==> src/rtl/sar_pkg.sv <==
// -----------------------------------------------------------------------------
// sar_pkg
// Shared types and helpers for the successive-approximation search controller.
//   - sar_state_t : FSM state encoding (IDLE, TEST, DONE)
//   - FLAG_E/G/L  : bit positions of the comparator flags in the {e,g,l} vector
//   - one_hot3()  : flag-consistency check, used when SAR_FLAG_CHECK_EN is set
// -----------------------------------------------------------------------------
package sar_pkg;

   typedef enum logic [1:0] {
      IDLE = 2'd0,
      TEST = 2'd1,
      DONE = 2'd2
   } sar_state_t;

   // Flag vector is packed as {e, g, l}
   localparam int FLAG_E = 2;
   localparam int FLAG_G = 1;
   localparam int FLAG_L = 0;
   localparam int FLAG_W = 3;

   // True when exactly one of the three comparator flags is asserted
   function automatic logic one_hot3(input logic [FLAG_W-1:0] flags);
      logic r_ok;
      case (flags)
         3'b001, 3'b010, 3'b100: r_ok = 1'b1;
         default:                r_ok = 1'b0;
      endcase
      return r_ok;
   endfunction

endpackage

==> src/rtl/sar_step.sv <==
// -----------------------------------------------------------------------------
// sar_step
// Combinational single-bit resolution step of the SAR search.
// Ports:
//   trial      in  current trial word driven to the comparator
//   k          in  index of the bit currently under test
//   flags      in  comparator flags {e,g,l}
//   next_trial out trial word after resolving bit k (and setting bit k-1)
//   last_bit   out k is the LSB
//   finish     out search completes this cycle (exact hit or LSB resolved)
// Priority e > g > l; no flag asserted behaves as l.
// -----------------------------------------------------------------------------
module sar_step
   import sar_pkg::*;
#(
   parameter int WIDTH = 8,
   parameter int KW    = $clog2(WIDTH)
) (
   input  logic [WIDTH-1:0]  trial,
   input  logic [KW-1:0]     k,
   input  logic [FLAG_W-1:0] flags,
   output logic [WIDTH-1:0]  next_trial,
   output logic              last_bit,
   output logic              finish
);

   logic w_e;
   logic w_g;
   logic w_unused_l;   // l only matters as "not e and not g", which is the default branch

   assign w_e        = flags[FLAG_E];
   assign w_g        = flags[FLAG_G];
   assign w_unused_l = flags[FLAG_L];
   assign last_bit   = (k == '0);
   assign finish     = w_e || last_bit;

   always_comb begin
      next_trial = trial;
      if (!w_e) begin
         // target is below trial: bit k must be 0
         if (w_g) begin
            next_trial[k] = 1'b0;
         end
         // seed the next bit down as the new guess
         if (!last_bit) begin
            next_trial[k - KW'(1)] = 1'b1;
         end
      end
   end

endmodule

==> src/rtl/sar_search_ctrl.sv <==
// -----------------------------------------------------------------------------
// sar_search_ctrl
// Successive-approximation controller: drives a trial word to an external
// magnitude comparator and converges MSB-first on the comparator's hidden
// target using its e/g/l flags. The result is the largest value <= target.
// Ports:
//   clk     in   rising-edge clock
//   rst     in   synchronous active-high reset
//   start   in   begin a search (accepted only in IDLE)
//   e/g/l   in   comparator flags for the registered trial (same-cycle)
//   trial   out  registered trial word
//   busy    out  high while searching
//   done    out  one-cycle completion pulse
//   result  out  final value, held until the next completion
//   found   out  an exact match was seen during the search
//   err     out  inconsistent flag vector seen (sticky until next start)
// Optional feature: define SAR_FLAG_CHECK_EN to abort on non-one-hot flags and
// report it on err; otherwise err is tied low and priority e > g > l applies.
// -----------------------------------------------------------------------------
module sar_search_ctrl
   import sar_pkg::*;
#(
   parameter int WIDTH = 8
) (
   input  logic             clk,
   input  logic             rst,
   input  logic             start,
   input  logic             e,
   input  logic             g,
   input  logic             l,
   output logic [WIDTH-1:0] trial,
   output logic             busy,
   output logic             done,
   output logic [WIDTH-1:0] result,
   output logic             found,
   output logic             err
);

   localparam int KW = $clog2(WIDTH);
   localparam logic [WIDTH-1:0] MSB_ONE = {1'b1, {(WIDTH-1){1'b0}}};
   localparam logic [KW-1:0]    K_TOP   = KW'(WIDTH-1);

   sar_state_t        r_state;
   logic [WIDTH-1:0]  r_trial;
   logic [KW-1:0]     r_k;
   logic              r_busy;
   logic              r_done;
   logic [WIDTH-1:0]  r_result;
   logic              r_found;

   logic [FLAG_W-1:0] w_flags;
   logic [WIDTH-1:0]  w_next_trial;
   logic              w_last_bit;
   logic              w_finish;

   assign w_flags = {e, g, l};

   sar_step #(
      .WIDTH (WIDTH),
      .KW    (KW)
   ) u_step (
      .trial      (r_trial),
      .k          (r_k),
      .flags      (w_flags),
      .next_trial (w_next_trial),
      .last_bit   (w_last_bit),
      .finish     (w_finish)
   );

`ifdef SAR_FLAG_CHECK_EN
   logic r_err;
   logic w_flag_bad;
   assign w_flag_bad = !one_hot3(w_flags);
`else
   logic w_unused_last;
   assign w_unused_last = w_last_bit;
`endif

   always_ff @(posedge clk) begin
      if (rst) begin
         r_state  <= IDLE;
         r_trial  <= '0;
         r_k      <= K_TOP;
         r_busy   <= 1'b0;
         r_done   <= 1'b0;
         r_result <= '0;
         r_found  <= 1'b0;
`ifdef SAR_FLAG_CHECK_EN
         r_err    <= 1'b0;
`endif
      end else begin
         case (r_state)
            IDLE: begin
               r_done <= 1'b0;
               if (start) begin
                  r_state <= TEST;
                  r_busy  <= 1'b1;
                  r_trial <= MSB_ONE;
                  r_k     <= K_TOP;
                  r_found <= 1'b0;
`ifdef SAR_FLAG_CHECK_EN
                  r_err   <= 1'b0;
`endif
               end
            end

            TEST: begin
`ifdef SAR_FLAG_CHECK_EN
               if (w_flag_bad) begin
                  // untrustworthy comparator: stop with the current guess
                  r_err    <= 1'b1;
                  r_result <= r_trial;
                  r_found  <= 1'b0;
                  r_state  <= DONE;
                  r_busy   <= 1'b0;
                  r_done   <= 1'b1;
               end else
`endif
               begin
                  r_trial <= w_next_trial;
                  if (w_finish) begin
                     // next_trial equals trial on a hit and is the resolved word on the LSB
                     r_result <= w_next_trial;
                     if (w_flags[FLAG_E]) begin
                        r_found <= 1'b1;
                     end
                     r_state <= DONE;
                     r_busy  <= 1'b0;
                     r_done  <= 1'b1;
                  end else begin
                     r_k <= r_k - KW'(1);
                  end
               end
            end

            DONE: begin
               r_done  <= 1'b0;
               r_state <= IDLE;
            end

            default: begin
               r_state <= IDLE;
               r_busy  <= 1'b0;
               r_done  <= 1'b0;
            end
         endcase
      end
   end

   assign trial  = r_trial;
   assign busy   = r_busy;
   assign done   = r_done;
   assign result = r_result;
   assign found  = r_found;
`ifdef SAR_FLAG_CHECK_EN
   assign err    = r_err;
`else
   assign err    = 1'b0;
`endif

endmodule

==> config.mk <==
export PLATFORM = sky130hd
export DESIGN_NAME = sar_search_ctrl
export DESIGN_NICKNAME = d
export VERILOG_FILES = /design/src/rtl/sar_pkg.sv /design/src/rtl/sar_step.sv /design/src/rtl/sar_search_ctrl.sv
export SDC_FILE = /design/constraint.sdc
export NUM_CORES = 1
export LEC_CHECK = 0
export CAP_MARGIN = 20
export CORE_UTILIZATION = 44
export DETAILED_ROUTE_END_ITERATION = 8
export PLACE_DENSITY = 0.84
export SLEW_MARGIN = 20
export SYNTH_ARGS = -nofsm -noshare
export SYNTH_HDL_FRONTEND = slang
export SYNTH_SLANG_ARGS = --single-unit
==> constraint.sdc <==
create_clock -name clk -period 1.9 [get_ports clk]
set_clock_uncertainty 0.1 [all_clocks]
set_input_delay 0.285 -clock clk [delete_from_list [all_inputs] [get_ports clk]]
set_output_delay 0.285 -clock clk [all_outputs]
set_load 0.005 [all_outputs]
Word-level counts from Yosys, hierarchy flattened
Index checks and enable logic that the tools add are counted.
Storage, ports and cells
  register bits: 24
  logic and storage cells: 59
Cells by class
  $lt $le $gt $ge: 4
  multiplexer cells: 23
  add/subtract/negate cells: 1
  reductions and logical operators: 13
  equality and inequality tests: 6
  bitwise logic cells: 5
Operators with widths (number)
  2-to-1 mux 8 bit: 5
  one-hot mux 8 bit (2 select lines): 1
  bitwise AND 8 bit: 1
  less-than comparator 3 x 4 -> 1 bit (second input constant): 2
  inverter 8 bit: 1
  bitwise OR 8 bit: 1
  2-to-1 mux 1 bit: 7
  demux 1 bit (select 3 bit): 2
  greater-or-equal comparator 3 x 1 -> 1 bit (second input constant): 2
  2-to-1 mux 3 bit: 2
  != test 2 bit (second input constant): 3
  one-hot mux 3 bit (2 select lines): 1
  AND reduction 2 bit: 3
  AND reduction 3 bit: 2
  2-to-1 mux 2 bit: 2
  one-hot mux 2 bit (2 select lines): 1
  AND reduction 4 bit: 1
  logical NOT 3 bit: 1
  one-hot mux 1 bit (3 select lines): 1
  subtractor 3 x 1 -> 3 bit (second input constant): 1
  equality test 2 x 1 -> 1 bit (second input constant): 1
  equality test 2 bit (second input constant): 1
  logical AND 1 bit: 2
  logical NOT 2 bit: 1
  other kinds (6): 7

Logic depth before layout (Yosys ltp)
Gate-level depths: netlist of run 1.
  word-level depth: 12
  depth in mapped cells: 6
  depth with buffers taken out: 6

Hierarchy
From an unflattened synthesis of run 1, not the netlist that was laid out.
Unflattened totals
  cells, all modules: 144
  area, all modules: 1197.4 um^2
By module, submodules not included
  sar_search_ctrl: cells an instance 106, seq. area each 480.5 um^2, times used 1, area an instance 962.2 um^2
  sar_step: cells an instance 38, seq. area each 0.0 um^2, times used 1, area an instance 235.2 um^2

Worst setup path after synthesis of run 1
Ideal clock, no wire load.
  kind: reg-to-reg
  from: reg r_k[0]
  to: reg r_k[0]
  buffers on the path: 0
  required time: 1.666 ns
  path slack: 0.109 ns
  data arrival time: 1.558 ns
  clock period less this slack: 1.791 ns
  stages on the path, launching flop included: 7
  path through: dfxtp_1 > inv_2 > ha_1 > nor2b_2 > o31a_1 > a2111oi_0 > a21oi_1
Between the ends
  cells in the longest elaborated chain, start to end: 4
  elaborated cells on any way between the ends: 7
  those cells by class: add/sub: 1; eq/ne: 1; mux: 2; reduce/logical: 3
Ends and longest elaborated chain
  start, declared: line sar_search_ctrl.sv:45  | logic [KW-1:0] r_k;
  start signal, assigned: line sar_search_ctrl.sv:131  | r_k <= r_k - KW'(1);
  branches (longest 4 deep; another with subtractor 3 x 1 -> 3 bit)
Several ways; the timed one is not identified. The select of a mux whose other input is x is not followed.
A chain may end at the register's enable or synchronous reset.

Worst setup path in the final report of run 1
  from: reg r_k[0]
  to: reg r_result[0], in the netlist result[0]
Between the ends
  cells in the longest elaborated chain, start to end: 11
  elaborated cells on any way between the ends: 21
  those cells by class: add/sub: 1; order compare: 4; mux: 8; bitwise: 3; reduce/logical: 5
Ends and longest elaborated chain
  branches (longest 11 deep; another with less-than comparator 3 x 4 -> 1 bit)
  end signal, assigned: line sar_search_ctrl.sv:123  | r_result <= w_next_trial;
  end, declared: line sar_search_ctrl.sv:48  | logic [WIDTH-1:0] r_result;
Several ways; the timed one is not identified. The select of a mux whose other input is x is not followed.

==> results of run 1 <==
## worst reg2reg max path, delay by kind of cell, from the launching register on
kind | cells | cell delay (ns)
fa+ha+maj | 1 | 0.23
simple gates | 1 | 0.07
flops | 1 | 0.35
buf+inv | 2 | 0.20
compound gates | 3 | 0.75
## placed cells by master (no fill, tap or decap), types with 5 or more instances in the layout
cell type and count:
nand2_1 6, dfxtp_1 24, inv_1 7, clkdlybuf4s50_1 23, a21oi_1 9, buf_4 8, o2bb2ai_1 5, o21a_1 5
a211oi_1 5, nor2_1 14
## final cells by class
type,instances,share of cell area [%]
clock inverter,1,1.96
multi-input combinational,91,40.1
tap,30,2.45
clock buffer,3,1.47
timing repair buffer,32,20.2
inverter,10,2.45
sequential,24,31.3
## per-layer routing
metal	routed length, um	part of all wire, %
met1	1190	44
met2	1280	47
met3	141	5.2
met4	90	3.3
met5	0	0
## power groups by stage
stage | clock [uW] | combinational, uW | sequential [uW]
final | 381 | 152 | 540
after global routing | 399 | 167 | 543
after CTS | 379 | 152 | 540
after detailed placement | 0 | 151 | 551
after global placement | 0 | 147 | 550
after floorplan | 0 | 81.0 | 548
## per-stage QoR
step / util, % / instances / hold WS (ns) / area, sq um / worst slack, ns
after detailed placement: 59.2 / 187 / 0.376 / 1480 / 0.0291
after CTS: 61.3 / 191 / 0.404 / 1530 / 0.106
final: 61.3 / 191 / 0.403 / 1530 / 0.105
after floorplan: - / 132 / 0.373 / 1180 / 0.109
after global placement: 59.2 / 187 / 0.365 / 1480 / 0.0662
after global routing: 61.3 / 191 / 0.423 / 1530 / 0.00827
## flip-flops by register name (all words and copies together) (netlist names)
signal,count
r_k,3
r_state,2
trial,8
result,8
done,1
busy,1
found,1
## cells by family after synthesis
group	share of synthesized area (%)
AO/OA/AOI/OAI	29.2
AND/OR/NAND/NOR	18.8
flip-flops	40.7
buffers and inverters	7.21
multiplexers	1.70
adder cells (fa/ha/maj)	2.12
other	0.318
## path summary, 6_finish.rpt
| kind | start | to | cells past startpoint |
|---|---|---|---|
| worst max register to register | r_k[0] | result[0] | 7 |
| worst min register to register | trial[1] | trial[1] | 1 |
| worst min-delay path | trial[1] | trial[1] | 1 |
| worst max-delay path | r_k[0] | result[0] | 7 |
==> run_results.csv, run 1 <==
group,metric,value,unit
yosys,yosysSeqAreaShare,40.7,%
pwr,p_comb_share,14.2,%
yosys,async_flop_share,0,%
timing,rsz0062_at_grt,"no",
clock_tree,htree_levels,1,
detailed_routing,vias_per_cell,5.74,
global_route,grt_pass1_wl,4.27,mm
final_layout,final_nets,170,
run,drv_cap,0,
pwr,cellLeakagePower,0.000568,uW
timing,finalCritPeriodShare,94.5,%
placed_design,place_congestion,0.827,
timing,slew_viol_final,0,
detailed_routing,finalWirelength,2.70,mm
placed_design,port_buffers,23,
final_layout,drive_gt1_share,13.0,%
final_layout,syn_to_final_growth,29.9,%
clock_tree,cts.repair.resized,0,
detailed_routing,wl_per_cell,14.1,um
worst_setup_path,critPathMaxStageDelay,0.35,ns
die,num_rows,18,
worst_setup_path,critPathTopFamily,"compound AO/OA/AOI/OAI gates",
yosys,synth.most_common_cell,"dfxtp_1",
placed_design,dpl.hpwl,2.02,mm
yosys,synth-edff-count,0,
final_layout,antennaDiodeCount,0,
global_route,grt_use_total,20.9,%
worst_setup_path,path_class,"flop to flop",
timing,worst_pin_slew,0.513,ns
worst_setup_path,cp.required,2.02,ns
timing,setup_viol_count_final,0,
worst_setup_path,cp_slowest_cell,"dfxtp_1",
die,initial_utilization,47.2,%
yosys,syn_area,1180,sq um
pwr,p_sw_share,23.8,%
hold_path,hp-class,"flop to flop",
timing,max_freq,0.557,GHz
yosys,synth_flop_cell,"dfxtp_1",
worst_setup_path,critPathMaxFanout,7,
timing,finalSetupTns,0,ns
clock_tree,worstSkewPairLatency,0.33,ns
clock_tree,clkSinkCount,24,
pwr,p_int,817,uW
timing,hold_viol_final,0,
global_route,grt_max_degree,15,
global_route,met2_usage,32.9,%
pwr,peakVddDrop,0.575,mV
yosys,syn_nets,140,
yosys,syn_inst,132,
die,fp.dieH,53.8,um
clock_tree,cts_hold_buffers,0,
global_route,grt.overflow.total,0,
detailed_routing,postRouteAntennaNets,0,
yosys,synth.avg_cell_area,8.94,sq um
die,die_area,2890,sq um
die,io_pins,26,
status,status,"finished clean",
pwr,p_switching,256,uW
detailed_routing,vias,1097,
clock_tree,cts_tree,"yes",
pwr,seq_power_share,50.3,%
worst_setup_path,arrival,1.92,ns
global_route,busiest_layer,"met2",
worst_setup_path,startpoint_type,"flop",
final_layout,multi_input_area,614,sq um
worst_setup_path,cp_cell_sequence,"inv_2 -> buf_4 -> ha_1 -> nor3_1 -> a21oi_1 -> a2bb2oi_1 -> a211oi_1",
final_layout,seqCellArea,480,sq um
pwr,finalPower,1070,uW
global_route,antenna_found_initial,0,
yosys,synth_cell_types,43,
clock_tree,root_buffer,"clkbuf_4",
yosys,yosysTopAreaCellShare,40.7,%
clock_tree,cts_setup_buffers,0,
yosys,synth.area.top_cells,"dfxtp_1 41%, nor2_1 4.5%, a21oi_1 3.8%",
timing,slew_headroom,65.8,%
clock_tree,cts_made_buffers,3,
global_route,grt_pass1_vias,981,
yosys,yosys-top-cells-count,"24 x dfxtp_1, 14 x nor2_1, 9 x a21oi_1",
detailed_routing,drt-initial-drc-count,22,
yosys,ys_ff_latch,24,
yosys,yosysTopAreaCell,"dfxtp_1",
global_route,grt_use_met1,26.1,%
worst_setup_path,end_kind,"flop",
global_route,met3_usage,4.24,%
pwr,p_clk_share,35.5,%
clock_tree,clockBufferDepth,2,
die,core-area,2500,sq um
worst_setup_path,ff2ff_setup_slack,0.11,ns
timing,fin_crit,1.79,ns
final_layout,n_fill_cell,208,
pwr,pwr_density_cell,700,nW/um^2
worst_setup_path,cp_num_buf_inv,2,
detailed_routing,drc_errors,0,
die,die-width,53.8,um
yosys,ys.warnings.count,0,
detailed_routing,dr.pass1.iters,4,
clock_tree,clk_pin_slew,0.15,ns
Note: power is estimated with default switching activity, not from simulation.
==> run 2: changes to the inputs <==
--- a/config.mk
+++ b/config.mk
@@ -12,4 +12,5 @@
 export SLEW_MARGIN = 20
 export SYNTH_ARGS = -nofsm -noshare
 export SYNTH_HDL_FRONTEND = slang
+export SYNTH_HIERARCHICAL = 1
 export SYNTH_SLANG_ARGS = --single-unit
==> run 2 against run 1 <==
Net effect: synthesized cell count is 9.1% higher; setup slack worse by 0.063 ns; flip-flop and latch count unchanged; wire length grew 3.7%; sequential share of layout area hardly changed; cell count is 6.3% higher; register-to-register slack got worse by 0.06 ns; final area grew 0.24%; die area grew 1.4%; total power decreased by 5.6%.
==> run_results.csv, run 2 <==
group,metric,value,unit
status,status,"finished clean",
clock_tree,root_buffer,"clkbuf_4",
timing,finalSetupTns,0,ns
placed_design,place_ws,-0.195,ns
yosys,async_flop_share,0,%
final_layout,n_fill_cell,218,
final_layout,drive_gt1_share,13.3,%
global_route,grt_max_degree,23,
worst_setup_path,arrival,1.97,ns
worst_setup_path,end_kind,"flop",
pwr,cellLeakagePower,0.000596,uW
yosys,ys.warnings.count,6,
yosys,yosysTopAreaCell,"dfxtp_1",
yosys,yosysTopAreaCellShare,40.1,%
timing,fin_crit,1.86,ns
yosys,syn_area,1200,sq um
timing,rsz0062_at_grt,"no",
final_layout,multi_input_area,626,sq um
timing,slew_viol_final,0,
die,initial_utilization,47.5,%
timing,layout_setup_ws,0.0427,ns
yosys,syn_inst,144,
yosys,ys_ff_latch,24,
worst_setup_path,critPathMaxFanout,7,
yosys,synth_cell_types,34,
clock_tree,worstSkewPairLatency,0.31,ns
yosys,synth_flop_cell,"dfxtp_1",
timing,finalCritPeriodShare,97.8,%
die,core-area,2520,sq um
detailed_routing,dr.pass1.iters,7,
final_layout,antennaDiodeCount,0,
final_layout,final_nets,183,
worst_setup_path,startpoint_type,"input port",
clock_tree,htree_levels,1,
detailed_routing,postRouteAntennaNets,0,
clock_tree,cts_made_buffers,3,
clock_tree,clk_pin_slew,0.12,ns
placed_design,placedCellCount,198,
die,die_area,2930,sq um
detailed_routing,drt-initial-drc-count,63,
hold_path,hold_depth,2,
global_route,antenna_found_initial,0,
placed_design,port_buffers,23,
clock_tree,cts_tree,"yes",
clock_tree,clkSinkCount,24,
die,io_pins,26,
die,num_rows,18,
worst_setup_path,r2r_start,"r_k[0]",
worst_setup_path,cp.required,2.01,ns
detailed_routing,vias_per_cell,5.71,
final_layout,final_cell_mix,"23 x dfxtp_1, 23 x clkdlybuf4s50_1, 15 x o21ai_0",
global_route,grt.overflow.total,0,
pwr,peakVddDrop,0.497,mV
yosys,synth.avg_cell_area,8.32,sq um
detailed_routing,finalWirelength,2.80,mm
pwr,pwr_density_cell,659,nW/um^2
final_layout,fin_cells,203,
detailed_routing,drc_errors,0,
global_route,grt_pass1_vias,1080,
timing,hold_viol_final,0,
placed_design,place_congestion,0.974,
yosys,synth.most_common_cell,"dfxtp_1",
final_layout,seqCellArea,482,sq um
final_layout,fin_util,60.9,%
yosys,synth.area.top_cells,"dfxtp_1 40%, o21ai_0 6.7%, a21oi_1 4.6%",
clock_tree,cts_hold_buffers,0,
die,die-width,54.2,um
die,fp.dieH,54.2,um
global_route,grt_pass1_wl,4.64,mm
detailed_routing,vias,1160,
worst_setup_path,rr_worst_depth,8,
hold_path,holdPathEnd,"result[0]",
placed_design,dpl.hpwl,2.04,mm
detailed_routing,wl_per_cell,13.8,um
hold_path,worstHoldStart,"result[0]",
worst_setup_path,path_class,"input port to flop",
timing,setup_viol_count_final,0,
yosys,synth-edff-count,0,
worst_setup_path,ff2ff_setup_slack,0.05,ns
global_route,grt_use_total,21.9,%
run,drv_cap,0,
timing,max_freq,0.538,GHz
yosys,yosys-top-cells-count,"24 x dfxtp_1, 16 x o21ai_0, 13 x nor2_1",
yosys,yosysSeqAreaShare,40.1,%
worst_setup_path,r2r-end,"result[2]",
hold_path,hp-class,"flop to flop",
yosys,syn_nets,153,
final_layout,syn_to_final_growth,28.3,%
clock_tree,clockBufferDepth,2,
run 2: cell types whose count changed after synthesis, moves of 4 or more:
| cell | change |
|---|---|
| a211oi_1 | -4 |
| a22o_1 | -4 |
| a22oi_1 | +7 |
| nand2_1 | +4 |
| nand3_1 | +9 |
| o21a_1 | -5 |
| o21ai_0 | +14 |
| o2bb2ai_1 | -5 |
run 2: cell type report:
class,instances,share of cell area (%)
tap,30,2.44
clock inverter,1,1.95
inverter,9,2.20
clock buffer,3,1.47
multi-input combinational,103,40.7
timing repair buffer,33,19.9
sequential,24,31.4
run 2: cells by family (layout without fill, tap and decap cells):
family | count (synthesis) | in the layout | share of synthesized area, %
and+or+nand+nor | 53 | 53 | 23.9
AOI/OAI and AO/OA | 44 | 44 | 22.4
DFF | 24 | 24 | 40.1
buffers and inverters | 17 | 46 | 8.46
adders and majority gates | 3 | 3 | 3.14
muxes | 2 | 2 | 1.67
other | 1 | 1 | 0.313
run 2: where the power goes:
part | internal, uW | total, uW | switching [uW]
clock | 213 | 360 | 147
sequential | 515 | 527 | 11.8
combinational | 58.6 | 125 | 66.8
run 2: routing by layer:
metal / wire length, um / vias to the layer above / global-route usage [%]
li1: - / 562 / -
met1: 1180 / 515 / 27.6
met2: 1330 / 66 / 36.0
met3: 240 / 17 / 3.39
met4: 51 / 0 / 10.3
met5: 0 / - / 0
run 2: metrics by stage:
step | hold slack (ns) | total power (uW) | instance area, sq um
2_1_floorplan | 0.314 | 614 | 1200
3_3_place_gp | 0.345 | 651 | 1470
3_5_place_dp | 0.356 | 658 | 1470
4_1_cts | 0.373 | 1020 | 1520
5_1_grt | 0.390 | 1050 | 1540
6_report | 0.368 | 1010 | 1540
run 2: what timing repair did:
action / CTS / global route
endpoints found under the setup margin: 0 / 12
resized for setup: 0 / 5
hold endpoints to repair: 0 / 0
setup buffers: 0 / 1
run 2: how the worst max path moves through the flow:
stage                 from  endpoint  slack [ns]  cells past startpoint
floorplan           r_k[0]      busy        0.01                      6
finish                   e  trial[4]        0.04                      6
global route        r_k[0]  trial[7]       0.002                      7
global placement         e  trial[4]       -0.04                      6
CTS                 r_k[0]    r_k[1]        0.04                      7
detailed placement       e  trial[4]       -0.19                      6
run 2: worst max-delay path: stages:
cell	delay (ns)
clkdlybuf4s50_1	0.53
or3b_4	0.45
o21ai_0	0.22
o21ai_0	0.22
a22oi_1	0.21
nor2_1	0.05
==> run 3: changes to the inputs <==
--- a/config.mk
+++ b/config.mk
@@ -5,9 +5,9 @@
 export SDC_FILE = /design/constraint.sdc
 export NUM_CORES = 1
 export LEC_CHECK = 0
-export CAP_MARGIN = 20
 export CORE_UTILIZATION = 44
 export DETAILED_ROUTE_END_ITERATION = 8
+export GPL_TIMING_DRIVEN = 0
 export PLACE_DENSITY = 0.84
 export SLEW_MARGIN = 20
 export SYNTH_ARGS = -nofsm -noshare
==> run 3 against run 2 <==
Net effect: clock-buffer cell count did not move; total power rose by 1.2%; highest routed layer unchanged; fmax is 0.95% higher; critical endpoint is now busy; largest power group unchanged.
==> run_results.csv, run 3 (synthesized netlist as in run 2, its figures left out) <==
group,metric,value,unit
final_layout,drive_gt1_share,12.1,%
timing,rsz0062_at_grt,"no",
timing,finalSetupTns,0,ns
clock_tree,htree_levels,1,
timing,max_freq,0.544,GHz
clock_tree,cts_hold_buffers,0,
final_layout,antennaDiodeCount,0,
final_layout,fin_util,61.3,%
clock_tree,cts_tree,"yes",
worst_setup_path,path_class,"flop to flop",
die,num_rows,18,
global_route,antenna_found_initial,0,
final_layout,syn_to_final_growth,29.0,%
final_layout,n_fill_cell,221,
worst_setup_path,cp.required,2.07,ns
die,initial_utilization,47.5,%
detailed_routing,wl_per_cell,13.7,um
final_layout,final_nets,183,
status,status,"finished clean",
global_route,grt.overflow.total,0,
detailed_routing,drc_errors,0,
pwr,finalPower,1030,uW
placed_design,port_buffers,23,
final_layout,final_cell_mix,"23 x clkdlybuf4s50_1, 22 x dfxtp_1, 15 x o21ai_0",
worst_setup_path,end_kind,"flop",
die,die_area,2930,sq um
placed_design,placedCellCount,197,
pwr,pwr_density_cell,664,nW/um^2
final_layout,multi_input_area,621,sq um
final_layout,fin_cells,203,
timing,slew_viol_final,0,
timing,hold-worst-slack,0.363,ns
detailed_routing,vias_per_cell,5.68,
timing,finalCritPeriodShare,96.8,%
worst_setup_path,ff2ff_setup_slack,0.06,ns
placed_design,dpl.hpwl,2.02,mm
worst_setup_path,critPathMaxFanout,7,
detailed_routing,vias,1154,
die,fp.dieH,54.2,um
pwr,cellLeakagePower,0.000587,uW
detailed_routing,finalWirelength,2.79,mm
global_route,grt_max_degree,15,
die,io_pins,26,
global_route,grt_use_total,21.4,%
clock_tree,clockBufferDepth,2,
detailed_routing,postRouteAntennaNets,0,
die,core-area,2520,sq um
final_layout,seqCellArea,488,sq um
clock_tree,worstSkewPairLatency,0.32,ns
global_route,grt_pass1_wl,4.53,mm
placed_design,place_congestion,1.00,
run,drv_cap,0,
worst_setup_path,arrival,2.01,ns
die,die-width,54.2,um
timing,setup_viol_count_final,0,
clock_tree,clkSinkCount,24,
detailed_routing,drt-initial-drc-count,55,
clock_tree,clk_pin_slew,0.14,ns
worst_setup_path,startpoint_type,"flop",
hold_path,hp-class,"flop to flop",
clock_tree,cts_made_buffers,3,
pwr,peakVddDrop,0.458,mV
clock_tree,root_buffer,"clkbuf_4",
final_layout,final_common_cell,"clkdlybuf4s50_1",
global_route,grt_pass1_vias,1037,
timing,hold_viol_final,0,
detailed_routing,dr.pass1.iters,4,
timing,fin_crit,1.84,ns
run 3: cell count changes in the layout (fill, tap and decap cells not counted), moves of 2 or more:
cell / previous run / this run
buf_4: 10 / 4
buf_6: 0 / 4
clkbuf_1: 0 / 2
dfxtp_4: 0 / 2
run 3: critical path: stages (launching register included):
cell and delay [ns]:
dfxtp_4 0.37, inv_1 0.09, ha_2 0.22, nor2b_1 0.14, or2_4 0.25, or3b_2 0.48
a21oi_1 0.13
run 3: path summary, 6_finish.rpt:
path	startpoint	cells past startpoint	to
hold reg to reg	result[0]	2	result[0]
setup reg to reg	r_k[0]	6	busy
hold / removal	result[0]	2	result[0]
setup / recovery	r_k[0]	6	busy
run 3: stage by stage:
step | setup slack [ns] | area [sq um]
floorplan | 0.0112 | 1200
global placement | -0.108 | 1470
detailed placement | -0.184 | 1470
CTS | 0.0690 | 1550
global route | 0.0154 | 1550
finish | 0.0602 | 1550
run 3: what timing repair did:
action	4_1_cts	5_1_grt
buffers inserted	2	0
endpoints found under the setup margin	17	1
resized for setup	6	1
run 3: final cells by class:
type                            instances  area share (%)
Buffer                                  8            4.37
Clock buffer                            3            1.46
Clock inverter                          1            1.94
Inverter                                9            2.19
Multi-Input combinational cell        103            40.2
Sequential cell                        24            31.6
Tap cell                               30            2.43
Timing Repair Buffer                   25            15.9
run 3: where the power goes:
group | leakage, uW | switching, uW | internal (uW) | total (uW)
sequential | 0.000195 | 8.70 | 513 | 522
combinational | 0.000364 | 70.8 | 62.1 | 133
clock | 0.0000279 | 157 | 213 | 371
total | 0.000587 | 237 | 789 | 1030
run 3: layer usage:
metal / vias up / global-route usage [%] / routed length, um
li1: 563 / - / -
met1: 539 / 26.7 / 1210
met2: 46 / 36.6 / 1370
met3: 6 / 2.54 / 160
met4: 0 / 9.40 / 46
met5: - / 0 / 0
